--- config.mk ---
export PLATFORM = sky130hd
export DESIGN_NAME = pwm_multi
export DESIGN_NICKNAME = d
export VERILOG_FILES = /design/src/rtl/pwm_multi_pkg.sv /design/src/rtl/pwm_multi_chan.sv /design/src/rtl/pwm_multi.sv
export SDC_FILE = /design/constraint.sdc
export NUM_CORES = 1
export LEC_CHECK = 0
export CORE_MARGIN = 2
export CORE_UTILIZATION = 45
export CTS_BUF_LIST = sky130_fd_sc_hd__clkbuf_4
export DETAILED_ROUTE_END_ITERATION = 7
export PLACE_DENSITY = 0.73
export SLEW_MARGIN = 0
export SYNTH_ARGS = -nofsm -noshare
export SYNTH_HDL_FRONTEND = slang
export SYNTH_SLANG_ARGS = --single-unit
--- constraint.sdc ---
create_clock -name clk -period 4.7 [get_ports clk]
set_clock_uncertainty 0.1 [all_clocks]
set_input_delay 0.705 -clock clk [delete_from_list [all_inputs] [get_ports clk]]
set_output_delay 0.705 -clock clk [all_outputs]
set_load 0.02 [all_outputs]
--- src/rtl/pwm_multi_pkg.sv ---
`default_nettype none
// ============================================================================
//  Module   : pwm_multi_pkg
//  Purpose  : Shared defaults and types for the multi-channel PWM generator.
//             DEF_WIDTH / DEF_CHANNELS are the default bit width and channel
//             count. dir_e is the counter direction, used only when the
//             PWM_MULTI_CENTER_EN macro selects centre-aligned mode.
//  Revision : 1.0 - initial release
// ============================================================================
package pwm_multi_pkg;

    localparam int DEF_WIDTH    = 8;
    localparam int DEF_CHANNELS = 2;

    typedef enum logic {
        DIR_UP   = 1'b0,
        DIR_DOWN = 1'b1
    } dir_e;

endpackage : pwm_multi_pkg
`default_nettype wire

--- src/rtl/pwm_multi_chan.sv ---
`default_nettype none
// ============================================================================
//  Module   : pwm_multi_chan
//  Purpose  : One PWM channel. It holds the shadow duty register, the active
//             duty register and the registered comparator output.
//  Ports    : clk, nrst (async, active-high reset)
//             capture - load duty_in into the shadow register
//             commit  - copy the shadow duty into the active duty
//             enable  - output is forced low when deasserted
//             duty_in - offered duty value
//             cnt     - shared frame counter
//             pwm     - registered PWM output
//  Revision : 1.0 - initial release
// ============================================================================
module pwm_multi_chan
    import pwm_multi_pkg::*;
#(
    parameter int WIDTH = DEF_WIDTH
) (
    input  logic             clk,
    input  logic             nrst,
    input  logic             capture,
    input  logic             commit,
    input  logic             enable,
    input  logic [WIDTH-1:0] duty_in,
    input  logic [WIDTH-1:0] cnt,
    output logic             pwm
);

    logic [WIDTH-1:0] shd_duty;
    logic [WIDTH-1:0] act_duty;

    always_ff @(posedge clk or posedge nrst) begin
        if (nrst) begin
            shd_duty <= '0;
            act_duty <= '0;
            pwm      <= 1'b0;
        end else begin
            if (capture) begin
                shd_duty <= duty_in;
            end
            if (commit) begin
                act_duty <= shd_duty;
            end
            // A duty above the terminal count never falls below cnt, so it
            // gives a constant high output. A duty of zero gives a constant
            // low output.
            pwm <= enable && (cnt < act_duty);
        end
    end

endmodule : pwm_multi_chan
`default_nettype wire

--- src/rtl/pwm_multi.sv ---
`default_nettype none
// ============================================================================
//  Module   : pwm_multi
//  Purpose  : Multi-channel PWM generator with one shared frame counter and a
//             programmable frame length. The period and the per-channel duty
//             values are taken through a ready/valid handshake into shadow
//             registers. They are committed only at a frame boundary, or
//             immediately while the block is disabled.
//  Macro    : PWM_MULTI_CENTER_EN - counter runs up/down (centre-aligned
//             pulses, 2P-cycle frame). When undefined, the counter is an
//             edge-aligned up-counter with a P+1-cycle frame.
//  Ports    : clk, nrst (async, active-high reset)
//             enable      - run counter; low forces idle
//             period      - terminal count P (frame length minus one)
//             duty_i      - packed duties, channel i at [i*WIDTH +: WIDTH]
//             duty_valid  - duty_i and period are offered
//             duty_ready  - shadow registers free
//             pwm_o       - registered PWM outputs
//             frame_start - one-cycle pulse on the first cycle of a frame
//  Revision : 1.0 - initial release
// ============================================================================
module pwm_multi
    import pwm_multi_pkg::*;
#(
    parameter int WIDTH    = DEF_WIDTH,
    parameter int CHANNELS = DEF_CHANNELS
) (
    input  logic                      clk,
    input  logic                      nrst,
    input  logic                      enable,
    input  logic [WIDTH-1:0]          period,
    input  logic [CHANNELS*WIDTH-1:0] duty_i,
    input  logic                      duty_valid,
    output logic                      duty_ready,
    output logic [CHANNELS-1:0]       pwm_o,
    output logic                      frame_start
);

    localparam logic [WIDTH-1:0] ONE = WIDTH'(1);

    logic [WIDTH-1:0] cnt;
    logic [WIDTH-1:0] cnt_next;
    logic [WIDTH-1:0] act_period;
    logic [WIDTH-1:0] shd_period;
    logic             pending;
    logic             wrap;
    logic             capture;
    logic             commit;

    assign duty_ready = !pending;
    assign capture    = duty_valid && !pending;
    // A capture and a commit never coincide because capture requires
    // !pending.
    assign commit     = pending && (wrap || !enable);

`ifdef PWM_MULTI_CENTER_EN
    dir_e dir;
    dir_e dir_next;

    // With P=1 the down-leg is empty, so cnt==1 on the up-leg already ends
    // the frame. P=0 degenerates to a boundary every cycle.
    assign wrap = enable && ((act_period == '0) ||
                             ((cnt == ONE) && ((dir == DIR_DOWN) || (act_period == ONE))));

    always_comb begin
        cnt_next = '0;
        dir_next = DIR_UP;
        if (enable && !wrap) begin
            if (dir == DIR_UP) begin
                if (cnt == act_period) begin
                    dir_next = DIR_DOWN;
                    cnt_next = cnt - ONE;
                end else begin
                    cnt_next = cnt + ONE;
                end
            end else begin
                dir_next = DIR_DOWN;
                cnt_next = cnt - ONE;
            end
        end
    end

    always_ff @(posedge clk or posedge nrst) begin
        if (nrst) begin
            dir <= DIR_UP;
        end else begin
            dir <= dir_next;
        end
    end
`else
    assign wrap = enable && (cnt == act_period);

    always_comb begin
        cnt_next = '0;
        if (enable && !wrap) begin
            cnt_next = cnt + ONE;
        end
    end
`endif

    always_ff @(posedge clk or posedge nrst) begin
        if (nrst) begin
            cnt         <= '0;
            act_period  <= '1;
            shd_period  <= '0;
            pending     <= 1'b0;
            frame_start <= 1'b0;
        end else begin
            cnt         <= cnt_next;
            frame_start <= enable && (cnt == '0);
            if (capture) begin
                shd_period <= period;
                pending    <= 1'b1;
            end else if (commit) begin
                act_period <= shd_period;
                pending    <= 1'b0;
            end
        end
    end

    for (genvar i = 0; i < CHANNELS; i++) begin : g_chan
        pwm_multi_chan #(
            .WIDTH (WIDTH)
        ) u_chan (
            .clk     (clk),
            .nrst    (nrst),
            .capture (capture),
            .commit  (commit),
            .enable  (enable),
            .duty_in (duty_i[i*WIDTH +: WIDTH]),
            .cnt     (cnt),
            .pwm     (pwm_o[i])
        );
    end

endmodule : pwm_multi
`default_nettype wire

==> results of run 1 <==
## flip-flops by register name (all words and copies together), names as in the netlist
signal	count
act_period	8
cnt	8
frame_start	1
g_chan.u_chan.act_duty	16
g_chan.u_chan.pwm	2
g_chan.u_chan.shd_duty	16
pending	1
shd_period	8
## cell families after synthesis
logic type      count (synthesis)  share of synthesized area, %
fa+ha+maj                      16                          6.26
mux                            24                          8.45
buf+inv                        38                          5.56
simple gates                   79                          11.2
flops                          60                          47.3
compound gates                 61                          17.4
xor+xnor                       14                          3.83
## power by group through the flow
stage	Sequential (uW)	Clock [uW]	Combinational, uW
floorplan	742	0	353
CTS	776	368	436
global route	797	390	487
detailed placement	786	0	431
finish	776	358	431
global placement	778	0	414
## tightest hold or removal path: cells and delay by family (launching register included)
family | cells | cell delay (ns)
compound gates | 1 | 0.07
flops | 1 | 0.39
simple gates | 1 | 0.05
## cell usage in the layout, fill, tap and decap left out, types with 2 or more instances in the layout
cell and count:
and2_1 2, dfrtp_1 52, nor2_1 10, a221oi_1 2
clkinv_2 2, xor2_1 4, inv_1 16, nand2b_1 4
mux2_2 24, dfstp_2 8, ha_1 16, nand2_1 51
o211ai_1 28, nand4_2 2, o21a_1 3, clkdlybuf4s50_1 31
o211ai_2 20, clkbuf_4 11, a21o_1 3, buf_4 4
xnor2_1 10, nand3_1 2, inv_2 2, a211o_1 2
o22ai_1 2, or3_1 2, and3_1 2
## stage by stage
stage	setup WS [ns]	cell area, um2	std cells	hold slack (ns)	util, %
2_1_floorplan	2.42	3200	292	0.380	-
3_3_place_gp	1.97	3550	403	0.392	52.0
3_5_place_dp	1.94	3550	403	0.398	52.0
4_1_cts	1.50	3690	419	0.417	54.0
5_1_grt	1.35	3690	419	0.437	54.0
6_report	1.52	3690	419	0.415	54.0
## layer usage
| layer | global-route usage, % | vias to the layer above |
|---|---|---|
| li1 | - | 1078 |
| met1 | 25.1 | 1146 |
| met2 | 30.5 | 61 |
| met3 | 3.45 | 11 |
| met4 | 8.95 | 0 |
| met5 | 0 | - |
## worst paths after layout
| kind | depth (start not counted) | start | endpoint |
|---|---|---|---|
| setup / recovery | 2 | pending | duty_ready |
| hold / removal | 2 | act_period[0] | act_period[0] |
| setup reg to reg | 5 | cnt[4] | cnt[1] |
| hold reg to reg | 2 | act_period[0] | act_period[0] |
| max in group asynchronous | 3 | nrst | act_period[7] |
| min in group asynchronous | 2 | nrst | g_chan[0].u_chan.pwm |
## Yosys cell counts, types with 2 or more instances
master	n	area share, %
dfrtp_1	52	41
nand2_1	51	6.0
o211ai_1	28	6.6
mux2_2	24	8.5
o211ai_2	20	7.8
inv_1	17	2.0
ha_1	16	6.3
clkbuf_1	11	1.3
nor2_1	10	1.2
xnor2_1	10	2.7
dfstp_2	8	6.6
buf_2	4	0.63
nand2b_1	4	0.78
xor2_1	4	1.1
a21o_1	3	0.70
buf_6	3	1.1
o21a_1	3	0.70
a211o_1	2	0.55
a221oi_1	2	0.55
and2_1	2	0.39
and3_1	2	0.39
buf_4	2	0.47
nand3_1	2	0.31
nand4_2	2	0.78
o22ai_1	2	0.39
or3_1	2	0.39
## layout make-up
cell class	instances	area share, %
Sequential cell	60	41.0
Multi-Input combinational cell	194	41.0
Timing Repair Buffer	35	9.23
Tap cell	96	3.26
Clock buffer	11	2.24
Inverter	18	1.83
Clock inverter	5	1.43
==> impl_metrics.ini, run 1 <==
[status]
run_status = finished clean

[cts]
h-tree-depth = 3
clockBufferDepth = 2
clkLatencyLatePin_ns = 0.40
cts_buffers = 9
ctsHoldBuffers = 0
path_clk_slew_ns = 0.10
cts-root-buf = clkbuf_4
cts_resized = 0
post_cts_buffers = 0
clock_sink_count = 60
cts_tree = built

[yosys]
yosys_register_bits = 60
yosysSeqAreaShare_pct = 47.3
async_reset_ff_share_pct = 100
synthCells = 292
synthesis.area_um2 = 3200
synth-edff-count = 0
syn_area_per_cell_um2 = 11.0
synth.yosys.warnings = 0
syn_nets = 336
ys.flop_type = dfrtp_1
yosysUniqueCellTypes = 32

[power_and_ir_drop]
power_frac_clock_pct = 22.9
ir_worst_vdd_v = 0.000228
seqPwrFrac_pct = 49.6
p_per_area_nw_per_um2 = 425
swShare_pct = 32.8
p_switching_uw = 514
comb_power_share_pct = 27.5
intPower_uw = 1050
leakagePower_uw = 0.00165
power_uw = 1570

[final_layout]
drive_gt1_share_pct = 23.5
nets = 362
diodes = 0
multi_input_area_um2 = 1510
area_growth_pct = 15.3
num-fill-cells = 619
ff_latch_area_um2 = 1510

[route]
top_layer = met4
vias_per_cell = 5.48
wl_met3_um = 300
wirelength_um = 6500
drc = 0
drt_pass1_iterations = 5
wl_per_cell_um = 15.5
met1Wirelength_um = 2950
num_vias = 2296
ant_nets = 0
wl_met2_um = 3120
drt_iter0_drc = 114

[floorplan]
rows = 30
dieArea_um2 = 7800
die-width_um = 88.3
die_h_um = 88.3
pin_count = 32
core_area_um2 = 6830
initial_core_util_pct = 46.8

[global_routing]
grt_max_degree = 35
grt.total_usage_pct = 19.0
grt_pass1_wl_um = 11400
antenna_found_initial = 0
grt_pass1_vias = 2380
overflow = 0

[worst_setup_path]
crit_buf_inv = 2
cp_data_required_time_ns = 3.89
critPathCaptureType = output port
r2r_setup_slack_ns = 2.06
cp.arrival_ns = 2.37
cp_slowest_cell = dfrtp_1
worstPathCellList = inv_2 > clkdlybuf4s50_1
critPathLaunchType = flip-flop
critPathKind = reg -> out
path_delay_family = buffers and inverters
max_stage_delay_ns = 0.91
critical_path.max_fanout = 27

[timing]
worst_slew_pin_slew_ns = 1.13
fin_tns_setup_ns = 0
fmax_mhz = 315
rsz0062_at_grt = no
drv_slew = 0
period_minus_slack_ns = 3.18
hold_viol = 0
slew_headroom_pct = 24.3
finalSetupViolCount = 0
finalCritPeriodShare_pct = 67.6

[placement]
dpl.hpwl_um = 4360
io_buffers = 31
gp_congestion = 0.887

[job]
maxCapViolations = 0

[hold_path]
hp-class = reg -> reg
(Power assumes the default switching activity.)
==> run 2, diff against run 1 <==
- PLACE_DENSITY: 0.73 -> 0.76
- clock period: 4.7 -> 2.8 ns (I/O delays scaled with it)
==> impl_metrics.ini, run 2 (same netlist as run 1, synthesis figures left out) <==
[cts]
cts_buffers = 9
cts_tree = built
cts_resized = 0
path_clk_slew_ns = 0.10
clkLatencyLatePin_ns = 0.41
clock_sink_count = 60
clockBufferDepth = 2
ctsHoldBuffers = 0
cts-root-buf = clkbuf_4
h-tree-depth = 3
post_cts_buffers = 0

[global_routing]
overflow = 0
grt.total_usage_pct = 19.1
antenna_found_initial = 1
grt_pass1_vias = 2321
grt_max_degree = 61
grt_pass1_wl_um = 11300

[timing]
period_minus_slack_ns = 2.18
fmax_mhz = 459
finalCritPeriodShare_pct = 77.9
slew_headroom_pct = 48.5
rsz0062_at_grt = no
drv_slew = 0
hold_viol = 0
fin_tns_setup_ns = 0
worst_slew_pin_slew_ns = 0.773
finalSetupViolCount = 0

[floorplan]
initial_core_util_pct = 46.8
die-width_um = 88.3
dieArea_um2 = 7800
die_h_um = 88.3
pin_count = 32
core_area_um2 = 6830
rows = 30

[final_layout]
reg_top3 = g_chan.u_chan.act_duty: 16 flops, g_chan.u_chan.shd_duty: 16 flops
final_common_cell = dfrtp_1
area_growth_pct = 16.8
drive_gt1_share_pct = 24.8
final_core_util_pct = 54.7
num-fill-cells = 631
layout_common_cells = 52 x dfrtp_1, 51 x nand2_1, 31 x clkdlybuf4s50_1, 28 x o211ai_1, 24 x mux2_2
nets = 369

[route]
drt_pass1_iterations = 4
ant_nets = 0
vias_per_cell = 5.36
drt_iter0_drc = 77
wl_per_cell_um = 14.9
num_vias = 2290
wirelength_um = 6340
drc = 0

[placement]
dpl.hpwl_um = 4450
io_buffers = 31
gp_congestion = 0.833

[worst_setup_path]
critical_path.max_fanout = 12
cp.arrival_ns = 1.66
path_delay_family = buffers and inverters
cp_data_required_time_ns = 2.28
cp_slowest_cell = clkdlybuf4s50_1
critPathLaunchType = flip-flop
critPathKind = reg -> out
critPathCaptureType = output port
max_stage_delay_ns = 0.60
worstPathCellList = inv_2 > clkdlybuf4s50_1
crit_buf_inv = 2

[status]
run_status = finished clean

[power_and_ir_drop]
leakagePower_uw = 0.00168
p_per_area_nw_per_um2 = 705
ir_worst_vdd_v = 0.000406

[job]
maxCapViolations = 0

[hold_path]
hp-class = reg -> reg
## run 2: changes by cell type in the layout (fill, tap and decap cells not counted), sizes merged
cell / before / now
buf: 4 / 11
clkbuf: 11 / 10
clkinvlp: 0 / 1
diode: 0 / 1
## run 2: path summary, 6_finish.rpt
kind	start	to	slack, ns	cells after the start
max	pending	duty_ready	0.62	2
min	shd_period[1]	shd_period[1]	0.42	1
max reg2reg	cnt[7]	cnt[5]	0.64	5
min reg2reg	shd_period[1]	shd_period[1]	0.42	1
max in group asynchronous	nrst	g_chan[0].u_chan.act_duty[6]	1.64	3
min in group asynchronous	nrst	g_chan[1].u_chan.shd_duty[2]	0.44	3
## run 2: per-layer routing
metal  share of wire [%]  global-route usage, %
met5                   0                      0
met4                 1.6                   8.68
met3                 3.8                   4.20
met2                  49                   29.9
met1                  46                   25.4
## run 2: layout make-up
type	count	area (um2)	area share [%]
Tap cell	96	120	3.22
Timing Repair Buffer	42	393	10.5
Clock buffer	10	75.1	2.01
Antenna cell	1	2.50	0.0670
Multi-Input combinational cell	194	1510	40.5
Sequential cell	60	1510	40.5
Clock inverter	6	55.1	1.47
Inverter	18	67.6	1.81
## run 2: where the power goes
| part | total, uW | internal (uW) | switching (uW) |
|---|---|---|---|
| combinational | 749 | 379 | 370 |
| sequential | 1290 | 1110 | 178 |
| clock | 592 | 273 | 319 |
| total | 2630 | 1770 | 867 |
## run 2: through the flow
| step | std cells | setup WS (ns) | hold slack [ns] | area [um2] | power [uW] |
|---|---|---|---|---|---|
| finish | 427 | 0.619 | 0.417 | 3740 | 2630 |
| global route | 427 | 0.422 | 0.435 | 3740 | 2820 |
| CTS | 426 | 0.592 | 0.420 | 3730 | 2660 |
| detailed placement | 410 | 0.648 | 0.397 | 3600 | 2060 |
| global placement | 410 | 0.766 | 0.391 | 3600 | 2030 |
| floorplan | 292 | 0.809 | 0.380 | 3200 | 1840 |
## run 2: worst reg2reg max path: cells and delay by family (launching register included)
family	cells	cell delay [ns]
xor gates and xnor gates	1	0.29
buffers and inverters	1	0.29
DFF	1	0.49
AOI/OAI and AO/OA	1	0.45
and+or+nand+nor	2	0.42
